[src/rtl/phase_sched_if.sv]
// phase_sched_if: control and status bundle of the phase sequencer.
// master drives run control, slave is the sequencer itself.
interface phase_sched_if #(
  parameter int CW     = 8,
  parameter int NTAP   = 2,
  parameter int ITER_W = 16
);
  logic              en;
  logic              start;
  logic              mode;
  logic [ITER_W-1:0] n_iter;
  logic              abort;
  logic [CW-1:0]     count;
  logic [ITER_W-1:0] iter;
  logic [NTAP-1:0]   tap_rst;
  logic              frame_start;
  logic              busy;
  logic              done;

  modport master (
    output en, start, mode, n_iter, abort,
    input  count, iter, tap_rst,
    input  frame_start, busy, done
  );

  modport slave (
    input  en, start, mode, n_iter, abort,
    output count, iter, tap_rst,
    output frame_start, busy, done
  );
endinterface

[src/rtl/phase_sched.sv]
// phase_sched: phase counter with run/flush/abort sequencing and
// registered per-tap reset strobes for the downstream pipelines.
module phase_sched #(
  parameter int                 PERIOD  = 91,
  parameter int                 CW      = 8,
  parameter int                 NTAP    = 2,
  parameter logic [CW*NTAP-1:0] TAP_OFF = {8'd0, 8'd4},
  parameter int                 FLUSH   = 8,
  parameter int                 ITER_W  = 16
) (
  input logic          clk,
  input logic          rst,
  phase_sched_if.slave bus
);
  localparam int FW = (FLUSH > 1) ? $clog2(FLUSH) : 1;
  localparam logic [CW-1:0] LAST  = CW'(PERIOD - 1);
  localparam logic [FW-1:0] FLAST = FW'(FLUSH - 1);

  typedef enum logic [1:0] {IDLE, RUN, FLSH} state_t;

  state_t            state, state_n;
  logic [CW-1:0]     count, count_n;
  logic [ITER_W-1:0] iter, iter_n;
  logic [ITER_W-1:0] niter_q, niter_n;
  logic              mode_q, mode_n;
  logic [NTAP-1:0]   tap, tap_n, hit;
  logic [FW-1:0]     fcnt, fcnt_n;
  logic              done, done_n;
  logic              wrap;

  always_comb begin
    hit = '0;
    for (int k = 0; k < NTAP; k++)
      hit[k] = (count == TAP_OFF[k*CW +: CW]);
  end

  assign wrap = (count == LAST);

  always_comb begin
    state_n = state;
    count_n = count;
    iter_n  = iter;
    mode_n  = mode_q;
    niter_n = niter_q;
    tap_n   = tap;
    fcnt_n  = fcnt;
    done_n  = 1'b0;
    // abort ignores en; iter is left for readback
    if (bus.abort) begin
      state_n = IDLE;
      count_n = '0;
      tap_n   = '1;
    end else if (bus.en) begin
      unique case (state)
        IDLE: if (bus.start) begin
          mode_n  = bus.mode;
          niter_n = bus.n_iter;
          count_n = '0;
          iter_n  = '0;
          if (!bus.mode && bus.n_iter == '0) begin
            done_n = 1'b1;
          end else begin
            state_n = RUN;
            tap_n   = '0;
          end
        end
        RUN: begin
          count_n = wrap ? '0 : count + CW'(1);
          tap_n   = hit;
          if (wrap) begin
            iter_n = iter + ITER_W'(1);
            if (!mode_q && iter == niter_q - ITER_W'(1)) begin
              state_n = FLSH;
              count_n = '0;
              tap_n   = '0;
              fcnt_n  = '0;
            end
          end
        end
        FLSH: begin
          if (fcnt == FLAST) begin
            state_n = IDLE;
            done_n  = 1'b1;
            tap_n   = '1;
          end else begin
            fcnt_n = fcnt + FW'(1);
          end
        end
        default: state_n = IDLE;
      endcase
    end
  end

  always_ff @(posedge clk or negedge rst) begin
    if (!rst) begin
      state   <= IDLE;
      count   <= '0;
      iter    <= '0;
      mode_q  <= 1'b0;
      niter_q <= '0;
      tap     <= '1;
      fcnt    <= '0;
      done    <= 1'b0;
    end else begin
      state   <= state_n;
      count   <= count_n;
      iter    <= iter_n;
      mode_q  <= mode_n;
      niter_q <= niter_n;
      tap     <= tap_n;
      fcnt    <= fcnt_n;
      done    <= done_n;
    end
  end

  assign bus.count       = count;
  assign bus.iter        = iter;
  assign bus.tap_rst     = tap;
  assign bus.done        = done;
  assign bus.busy        = (state != IDLE);
  assign bus.frame_start = (state == RUN) && (count == '0);
endmodule
[src/flat_wrapper.sv]
// flat-port wrapper written by rule: the top's interface ports become plain ports
module phase_sched_flat 
#(
  parameter int                 PERIOD  = 91,
  parameter int                 CW      = 8,
  parameter int                 NTAP    = 2,
  parameter logic [CW*NTAP-1:0] TAP_OFF = {8'd0, 8'd4},
  parameter int                 FLUSH   = 8,
  parameter int                 ITER_W  = 16
)
  (clk, rst, bus_en, bus_start, bus_mode, bus_n_iter, bus_abort, bus_count, bus_iter, bus_tap_rst, bus_frame_start, bus_busy, bus_done);
  phase_sched_if #(.CW(CW), .NTAP(NTAP), .ITER_W(ITER_W)) bus_i ();
  input logic clk;
  input logic rst;
  input wire logic [$bits(bus_i.en)-1:0] bus_en;
  input wire logic [$bits(bus_i.start)-1:0] bus_start;
  input wire logic [$bits(bus_i.mode)-1:0] bus_mode;
  input wire logic [$bits(bus_i.n_iter)-1:0] bus_n_iter;
  input wire logic [$bits(bus_i.abort)-1:0] bus_abort;
  output wire logic [$bits(bus_i.count)-1:0] bus_count;
  output wire logic [$bits(bus_i.iter)-1:0] bus_iter;
  output wire logic [$bits(bus_i.tap_rst)-1:0] bus_tap_rst;
  output wire logic [$bits(bus_i.frame_start)-1:0] bus_frame_start;
  output wire logic [$bits(bus_i.busy)-1:0] bus_busy;
  output wire logic [$bits(bus_i.done)-1:0] bus_done;
  assign bus_i.en = bus_en;
  assign bus_i.start = bus_start;
  assign bus_i.mode = bus_mode;
  assign bus_i.n_iter = bus_n_iter;
  assign bus_i.abort = bus_abort;
  assign bus_count = bus_i.count;
  assign bus_iter = bus_i.iter;
  assign bus_tap_rst = bus_i.tap_rst;
  assign bus_frame_start = bus_i.frame_start;
  assign bus_busy = bus_i.busy;
  assign bus_done = bus_i.done;
  phase_sched #(.PERIOD(PERIOD), .CW(CW), .NTAP(NTAP), .TAP_OFF(TAP_OFF), .FLUSH(FLUSH), .ITER_W(ITER_W)) u_core (.clk(clk), .rst(rst), .bus(bus_i));
endmodule
[config.mk]
export PLATFORM = sky130hd
export DESIGN_NAME = phase_sched_flat
export DESIGN_NICKNAME = d
export VERILOG_FILES = /design/src/rtl/phase_sched_if.sv /design/src/rtl/phase_sched.sv /design/src/flat_wrapper.sv
export SDC_FILE = /design/constraint.sdc
export NUM_CORES = 1
export LEC_CHECK = 0
export ABC_AREA = 1
export ABC_CLOCK_PERIOD_IN_PS = 1950
export CORE_MARGIN = 1
export CORE_UTILIZATION = 45
export DETAILED_ROUTE_END_ITERATION = 6
export PLACE_DENSITY = 0.71
export SLEW_MARGIN = 5
export SYNTH_ARGS = -nofsm -noshare
export SYNTH_HDL_FRONTEND = slang
export SYNTH_SLANG_ARGS = --single-unit
[constraint.sdc]
create_clock -name clk -period 1.95 [get_ports clk]
set_clock_uncertainty 0.15 [all_clocks]
set_input_delay 0.195 -clock clk [delete_from_list [all_inputs] [get_ports clk]]
set_output_delay 0.195 -clock clk [all_outputs]
set_load 0.005 [all_outputs]
==> impl_metrics.sql, run 1 <==
INSERT INTO impl_metrics (metric_group, metric, value, unit) VALUES
('place', 'globalplace.congestion', '0.9106', ''),
('setup_path', 'crit_arrival', '2.09', 'ns'),
('floorplanning', 'dieArea', '7664', 'um2'),
('place', 'numPlacedInstances', '653', ''),
('outcome', 'violations', 'setup timing', ''),
('timing', 'postLayoutSetupSlackWorst', '-0.07474', 'ns'),
('synth', 'netlist_area_before_placement', '3293', 'um2'),
('setup_path', 'rr_endpoint', 'u_core.fcnt[2]', ''),
('drt', 'vias', '3498', ''),
('timing', 'finalHoldViolCount', '0', ''),
('floorplanning', 'rows', '30', ''),
('outcome', 'outcome', 'finished, violations left', ''),
('place', 'place.detailed.hpwl', '6863', 'um'),
('clocking', 'clk_transition_reported_paths', '0.10', 'ns'),
('setup_path', 'worst-setup-path-type', 'flip-flop to flip-flop', ''),
('floorplanning', 'die_y', '87.55', 'um'),
('timing', 'final.hold.worst_slack', '0.2759', 'ns'),
('synth', 'yosys.cell_types.count', '37', ''),
('timing', 'worst_slew_margin_rel', '60.42', '%'),
('finish', 'multi_input_area', '2001', 'um2'),
('synth', 'postSynthCellCount', '450', ''),
('synth', 'synthesis.yosys.warnings', '0', ''),
('floorplanning', 'die_w', '87.55', 'um'),
('power_and_ir_drop', 'leakagePower', '2.270', 'nW'),
('grt', 'gr-total-overflow', '0', ''),
('floorplanning', 'io_pins', '51', ''),
('drt', 'totalWireLength', '9505', 'um'),
('power_and_ir_drop', 'power.sequential.fraction', '39.0', '%'),
('timing', 'worst_pin_slew', '0.5937', 'ns'),
('timing', 'setup_repair_after_global_routing_missed_its_margin', 'true', ''),
('clocking', 'cts_tree', 'built', ''),
('place', 'pre_cts_ws', '-0.1641', 'ns'),
('timing', 'timing.final.setup_violations', '7', ''),
('timing', 'final.period_utilization', '103.8', '%'),
('drt', 'initial_detailed_routing_violation_count', '161', ''),
('drt', 'ratio_of_routed_vias_to_standard_cells', '5.167', ''),
('drt', 'first_pass_iters', '4', ''),
('synth', 'ys_ff_latch', '49', ''),
('power_and_ir_drop', 'ir_drop', '409.3', 'uV'),
('finish', 'n_fill_cell', '560', ''),
('clocking', 'clock_latency_late_sink', '0.31', 'ns'),
('power_and_ir_drop', 'p_clk_share', '23.0', '%'),
('finish', 'layout-area-overhead-vs-synth', '47.80', '%'),
('clocking', 'cts_max_path_buffers', '2', ''),
('grt', 'grt_start_max_net_pins', '36', ''),
('setup_path', 'worst_setup_path_end_kind', 'flip-flop', ''),
('synth', 'synthTopCellsByArea', 'sky130_fd_sc_hd__dfrtp_1 (36%), sky130_fd_sc_hd__nand2_1 (12%), sky130_fd_sc_hd__inv_1 (5.9%), sky130_fd_sc_hd__nor2_1 (5.4%), sky130_fd_sc_hd__nand3_1 (4.4%)', ''),
('power_and_ir_drop', 'powerDensity', '681.9', 'nW/um2'),
('timing', 'timing.final.max_slew_violations', '0', ''),
('clocking', 'cts_num_sinks', '49', ''),
('finish', 'layout.cells.most_common_list', 'sky130_fd_sc_hd__nand2_1 (104), sky130_fd_sc_hd__buf_4 (69), sky130_fd_sc_hd__clkdlybuf4s50_1 (47)', ''),
('synth', 'synth-seq-area-share', '37.31', '%'),
('synth', 'synth.largest_area_cell', 'sky130_fd_sc_hd__dfrtp_1', ''),
('finish', 'final_core_utilization', '70.09', '%'),
('clocking', 'clockRootBuffer', 'sky130_fd_sc_hd__clkbuf_8', ''),
('power_and_ir_drop', 'net-switching-power', '0.001157', 'W'),
('synth', 'syn-num-nets', '483', ''),
('job', 'cap_viol_max_count', '0', ''),
('setup_path', 'worst-path-max-fanout', '6', ''),
('finish', 'number_of_non_filler_instances_in_the_completed_layout', '677', ''),
('finish', 'layout.cells.most_common', 'sky130_fd_sc_hd__nand2_1', ''),
('timing', 'post-route-min-period', '2.025', 'ns'),
('grt', 'grt_first_pass_wirelength', '15500', 'um'),
('timing', 'max_clock_freq', '0.4939', 'GHz'),
('setup_path', 'critical_path_required', '2.01', 'ns'),
('place', 'buffer_ports.inserted', '50', ''),
('finish', 'final_net_count', '613', ''),
('setup_path', 'regToRegStartpoint', 'u_core.niter_q[0]', ''),
('setup_path', 'worst-r2r-cell-count', '15', ''),
('setup_path', 'critical_path.startpoint_type', 'flip-flop', ''),
('min_path', 'hold_class', 'primary input to async pin', '');
-- sequential cells by signal (all words and copies together) (netlist names) --
| name | flops |
|---|---|
| u_core.bus.tap_rst | 2 |
| u_core.mode_q | 1 |
| u_core.niter_q | 16 |
| u_core.bus.iter | 16 |
| u_core.fcnt | 3 |
| u_core.bus.done | 1 |
| u_core.state | 2 |
| u_core.bus.count | 8 |
-- worst max path at each step --
stage / endpoint / cells after the start / start
2_1_floorplan: u_core.bus.iter[14] / 11 / u_core.state[0]
3_3_place_gp: u_core.bus.tap_rst[0] / 9 / bus_n_iter[12]
3_5_place_dp: u_core.bus.tap_rst[0] / 10 / bus_mode
4_1_cts: u_core.bus.iter[7] / 11 / u_core.state[0]
5_1_grt: u_core.fcnt[2] / 15 / u_core.niter_q[0]
6_report: u_core.fcnt[2] / 15 / u_core.niter_q[0]
-- routing by layer --
layer	vias to the layer above	track usage, %	routed length (um)
met5	-	0	0
met4	0	11.92	273
met3	30	3.959	394
met2	117	46.88	4875
met1	1627	31.08	3962
li1	1724	-	-
-- power by group through the flow --
| stage | combinational, W | clock (W) | sequential [W] |
|---|---|---|---|
| 2_1_floorplan | 0.000598 | 0 | 0.00128 |
| 3_3_place_gp | 0.00106 | 0 | 0.00130 |
| 3_5_place_dp | 0.00108 | 0 | 0.00131 |
| 4_1_cts | 0.00119 | 0.000779 | 0.00130 |
| 5_1_grt | 0.00140 | 0.000826 | 0.00131 |
| 6_report | 0.00126 | 0.000764 | 0.00130 |
-- worst max-delay path, stage by stage (launching register included) --
cell and delay [ns]:
sky130_fd_sc_hd__dfrtp_1 0.40, sky130_fd_sc_hd__inv_2 0.10, sky130_fd_sc_hd__ha_4 0.18, sky130_fd_sc_hd__inv_4 0.04, sky130_fd_sc_hd__nor2_4 0.09, sky130_fd_sc_hd__nand3_2 0.09
sky130_fd_sc_hd__nor2_2 0.12, sky130_fd_sc_hd__nor2_1 0.05, sky130_fd_sc_hd__nor2_1 0.09, sky130_fd_sc_hd__nand3_1 0.09, sky130_fd_sc_hd__nor2_2 0.10, sky130_fd_sc_hd__nand3_2 0.11
sky130_fd_sc_hd__nand2_4 0.11, sky130_fd_sc_hd__nand2_4 0.09, sky130_fd_sc_hd__nand2_2 0.08, sky130_fd_sc_hd__o21ai_2 0.04
-- timing repair --
action / 4_1_cts / 5_1_grt
pin swaps: 17 / 17
hold buffers: 1 / 0
setup buffers: 15 / 3
endpoints found under the hold margin: 20 / 0
gates resized for setup: 43 / 38
setup endpoints to repair: 23 / 27
-- final cells by class --
class                   count  area share [%]
flip-flops and latches     49           25.27
multi-input cells         331           41.11
clock inverters             1          0.6170
repair buffers            130           23.60
inverters                  63           5.167
clock buffers               7           1.774
well taps                  96           2.468
-- per-stage QoR --
| step | area [um2] | total power [W] |
|---|---|---|
| after floorplan | 3309 | 0.001883 |
| after global placement | 4380 | 0.002362 |
| after detailed placement | 4380 | 0.002383 |
| after CTS | 4721 | 0.003260 |
| after global routing | 4867 | 0.003538 |
| final | 4867 | 0.003319 |
-- synthesized netlist by cell type, drive strengths merged --
cell type	n
buf	4
nand2	116
or2	1
clkbuf	3
clkinv	1
dfrtp	47
o221ai	1
ha	11
nor3	9
o21a	3
o21ai	31
nand3b	3
o22ai	3
o31ai	6
inv	62
nand4	11
xnor2	5
nor2	57
nor4	8
nand3	33
dfstp	2
xor2	13
a21oi	19
a211oi	1
-- cell families (layout without fill, tap and decap cells) --
logic type | Yosys count | count (layout) | synth area share, %
simple gates | 238 | 238 | 33.93
buf+inv | 70 | 201 | 8.321
compound gates | 64 | 64 | 11.47
flops | 49 | 49 | 37.31
xor+xnor | 18 | 18 | 4.787
fa+ha+maj | 11 | 11 | 4.179
No activity file was read; power rests on OpenSTA's default activity.
==> inputs of run 2 (changes only) <==
--- a/config.mk
+++ b/config.mk
@@ -7,7 +7,6 @@
 export LEC_CHECK = 0
 export ABC_AREA = 1
 export ABC_CLOCK_PERIOD_IN_PS = 1950
-export CORE_MARGIN = 1
 export CORE_UTILIZATION = 45
 export DETAILED_ROUTE_END_ITERATION = 6
 export PLACE_DENSITY = 0.71
==> results of run 2 <==
No change in the layout: final DEF, timing and power equal those of run 1.
==> inputs of run 3 (changes only) <==
--- a/config.mk
+++ b/config.mk
@@ -9,7 +9,9 @@
 export ABC_CLOCK_PERIOD_IN_PS = 1950
 export CORE_UTILIZATION = 45
 export DETAILED_ROUTE_END_ITERATION = 6
+export MAX_ROUTING_LAYER = met4
 export PLACE_DENSITY = 0.71
+export REMOVE_ABC_BUFFERS = 1
 export SLEW_MARGIN = 5
 export SYNTH_ARGS = -nofsm -noshare
 export SYNTH_HDL_FRONTEND = slang
==> run 3 against run 2 <==
The run still ends with setup timing left. Clock power down 20%. Count of clock-buffer cells in the layout up 1. Critical path depth unchanged. Power down 1.8%. Fmax down 5.5%. Flip-flop and latch count unchanged. Highest routed layer unchanged.
==> impl_metrics.sql, run 3 (synthesized netlist as in run 1, its figures left out) <==
INSERT INTO impl_metrics (metric_group, metric, value, unit) VALUES
('timing', 'postLayoutSetupSlackWorst', '-0.1936', 'ns'),
('finish', 'number_of_non_filler_instances_in_the_completed_layout', '697', ''),
('job', 'cap_viol_max_count', '0', ''),
('clocking', 'cts_max_path_buffers', '2', ''),
('power_and_ir_drop', 'leakagePower', '2.393', 'nW'),
('clocking', 'clk_transition_reported_paths', '0.10', 'ns'),
('outcome', 'outcome', 'finished, violations left', ''),
('power_and_ir_drop', 'powerDensity', '633.7', 'nW/um2'),
('grt', 'gr-total-overflow', '0', ''),
('setup_path', 'critical_path.startpoint_type', 'flip-flop', ''),
('power_and_ir_drop', 'comb_power_share', '41.3', '%'),
('timing', 'finalHoldViolCount', '0', ''),
('finish', 'layout-area-overhead-vs-synth', '56.12', '%'),
('timing', 'max_clock_freq', '0.4665', 'GHz'),
('timing', 'final.period_utilization', '109.9', '%'),
('grt', 'first_global_vias', '3636', ''),
('timing', 'timing.final.setup_violations', '20', ''),
('place', 'place.detailed.hpwl', '7057', 'um'),
('timing', 'worst_slew_margin_rel', '68.75', '%'),
('setup_path', 'crit_path_frequent_cell', 'sky130_fd_sc_hd__nand2_2', ''),
('finish', 'final_net_count', '633', ''),
('power_and_ir_drop', 'ir_drop', '365.9', 'uV'),
('drt', 'initial_detailed_routing_violation_count', '191', ''),
('clocking', 'numCtsBuffers', '5', ''),
('setup_path', 'path_cells', 'buf_4 -> buf_4 -> nand2_2 -> inv_4 -> nand2_2 -> nor2_4 -> nand3_1 -> nor2_1 -> nand3_1 -> nor2_2 -> nand3_2 -> nand2_4 -> nand2_8 -> nand2_2 -> o21ai_2', ''),
('floorplanning', 'rows', '30', ''),
('outcome', 'violations', 'setup timing', ''),
('floorplanning', 'core_box_area', '6944', 'um2'),
('clocking', 'cts_num_sinks', '49', ''),
('setup_path', 'timing.critical_path.slowest_cell_delay', '0.37', 'ns'),
('place', 'globalplace.congestion', '0.9130', ''),
('setup_path', 'crit_arrival', '2.21', 'ns'),
('power_and_ir_drop', 'power.share.switching', '37.47', '%'),
('grt', 'global_route.usage.total', '28.68', '%'),
('finish', 'layout.cells.most_common', 'sky130_fd_sc_hd__nand2_1', ''),
('floorplanning', 'die_y', '87.55', 'um'),
('power_and_ir_drop', 'net-switching-power', '0.001221', 'W'),
('grt', 'grt_first_pass_wirelength', '16500', 'um'),
('clocking', 'clock_latency_late_sink', '0.31', 'ns'),
('drt', 'first_pass_iters', '5', ''),
('timing', 'setup_repair_after_global_routing_missed_its_margin', 'true', ''),
('clocking', 'clockRootBuffer', 'sky130_fd_sc_hd__clkbuf_8', ''),
('setup_path', 'worst-setup-path-type', 'flip-flop to flip-flop', ''),
('timing', 'fin_setup_tns', '-2.094', 'ns'),
('floorplanning', 'io_pins', '51', ''),
('setup_path', 'worst-path-max-fanout', '6', ''),
('drt', 'ratio_of_routed_vias_to_standard_cells', '5.176', ''),
('grt', 'number_of_antenna_violations_at_the_first_check_in_global_routing', '0', ''),
('timing', 'worst_pin_slew', '0.4687', 'ns'),
('setup_path', 'worst_setup_path_end_kind', 'flip-flop', ''),
('drt', 'totalWireLength', '10300', 'um'),
('setup_path', 'critical_path_required', '2.02', 'ns'),
('drt', 'vias', '3608', ''),
('setup_path', 'cp_slowest_cell', 'sky130_fd_sc_hd__dfrtp_1', ''),
('power_and_ir_drop', 'power.sequential.fraction', '40.0', '%'),
('min_path', 'hold_class', 'primary input to async pin', ''),
('timing', 'timing.final.max_slew_violations', '0', ''),
('timing', 'post-route-min-period', '2.144', 'ns'),
('clocking', 'cts_htree_levels', '2', ''),
('drt', 'wl_per_cell', '14.78', 'um'),
('finish', 'drive_gt1_share', '33.94', '%'),
('finish', 'n_fill_cell', '503', ''),
('power_and_ir_drop', 'internal-power', '0.002037', 'W'),
('power_and_ir_drop', 'p_clk_share', '18.7', '%'),
('place', 'numPlacedInstances', '657', ''),
('drt', 'route.detailed.drc', '0', ''),
('clocking', 'cts_tree', 'built', ''),
('floorplanning', 'start_util', '47.42', '%'),
('finish', 'antenna_cells', '0', ''),
('finish', 'biggestRegsByFlops', 'u_core.bus.iter: 16 flops, u_core.niter_q: 16 flops, u_core.bus.count: 8 flops', ''),
('place', 'buffer_ports.inserted', '50', ''),
('grt', 'grt_start_max_net_pins', '36', ''),
('finish', 'layout.cells.most_common_list', 'sky130_fd_sc_hd__nand2_1 (99), sky130_fd_sc_hd__buf_4 (87), sky130_fd_sc_hd__clkdlybuf4s50_1 (47)', ''),
('finish', 'ff_latch_area', '1231', 'um2'),
('drt', 'postRouteAntennaNets', '0', ''),
('finish', 'multi_input_area', '2151', 'um2'),
('floorplanning', 'dieArea', '7664', 'um2'),
('floorplanning', 'die_w', '87.55', 'um');
[run 3: per-stage QoR]
step / instance area, um2 / setup WS [ns] / utilization (%) / total power (W) / hold slack [ns]
4_1_cts: 4891 / -0.1228 / 70.43 / 0.003117 / 0.2359
5_1_grt: 5141 / -0.2980 / 74.04 / 0.003457 / 0.2561
3_3_place_gp: 4407 / -0.1842 / 63.46 / 0.002349 / 0.02039
6_report: 5141 / -0.1936 / 74.04 / 0.003258 / 0.2153
3_5_place_dp: 4407 / -0.2552 / 63.46 / 0.002375 / 0.02258
2_1_floorplan: 3256 / -0.3501 / - / 0.001860 / -0.2506
[run 3: timing repair]
action	4_1_cts	5_1_grt
cloned	0	0
pin swaps	20	31
hold endpoints to repair	19	0
hold buffers	1	0
buffers inserted	31	8
gates resized for setup	54	58
endpoints found under the setup margin	23	30
[run 3: layout make-up]
class | instances | area share, %
clock buffers | 8 | 1.558
inverters | 63 | 4.940
multi-input cells | 331 | 41.83
flip-flops and latches | 49 | 23.95
well taps | 96 | 2.336
repair buffers | 150 | 25.38
[run 3: power groups by stage]
stage	clock network (W)	logic, W	registers (W)
after floorplan	0	0.000575	0.00128
after global placement	0	0.00105	0.00130
after detailed placement	0	0.00107	0.00130
after CTS	0.000618	0.00121	0.00129
after global routing	0.000658	0.00148	0.00132
final	0.000608	0.00135	0.00130
[run 3: critical path, delay by kind of cell (launching register included)]
family / cells / cell delay (ns)
and+or+nand+nor: 11 / 1.13
DFF: 1 / 0.37
buffers and inverters: 3 / 0.34
AOI/OAI and AO/OA: 1 / 0.04
[run 3: layer usage]
layer	track usage, %	vias to the layer above	wire length (um)
li1	-	1767	-
met1	33.43	1690	4230
met2	49.72	128	5246
met3	4.713	23	522
met4	10.58	0	299
met5	-	-	0
[run 3: final timing paths]
kind                                       start                    end  slack, ns  cells after the start
max in group asynchronous                    rst  u_core.bus.tap_rst[1]       0.83                      3
hold / removal                               rst     u_core.niter_q[10]       0.22                      2
hold reg to reg            u_core.bus.tap_rst[1]  u_core.bus.tap_rst[1]       0.32                      2
setup / recovery             u_core.bus.count[4]         u_core.fcnt[2]      -0.19                     15
min in group clk                   bus_n_iter[9]      u_core.niter_q[9]       0.32                      3
setup reg to reg             u_core.bus.count[4]         u_core.fcnt[2]      -0.19                     15
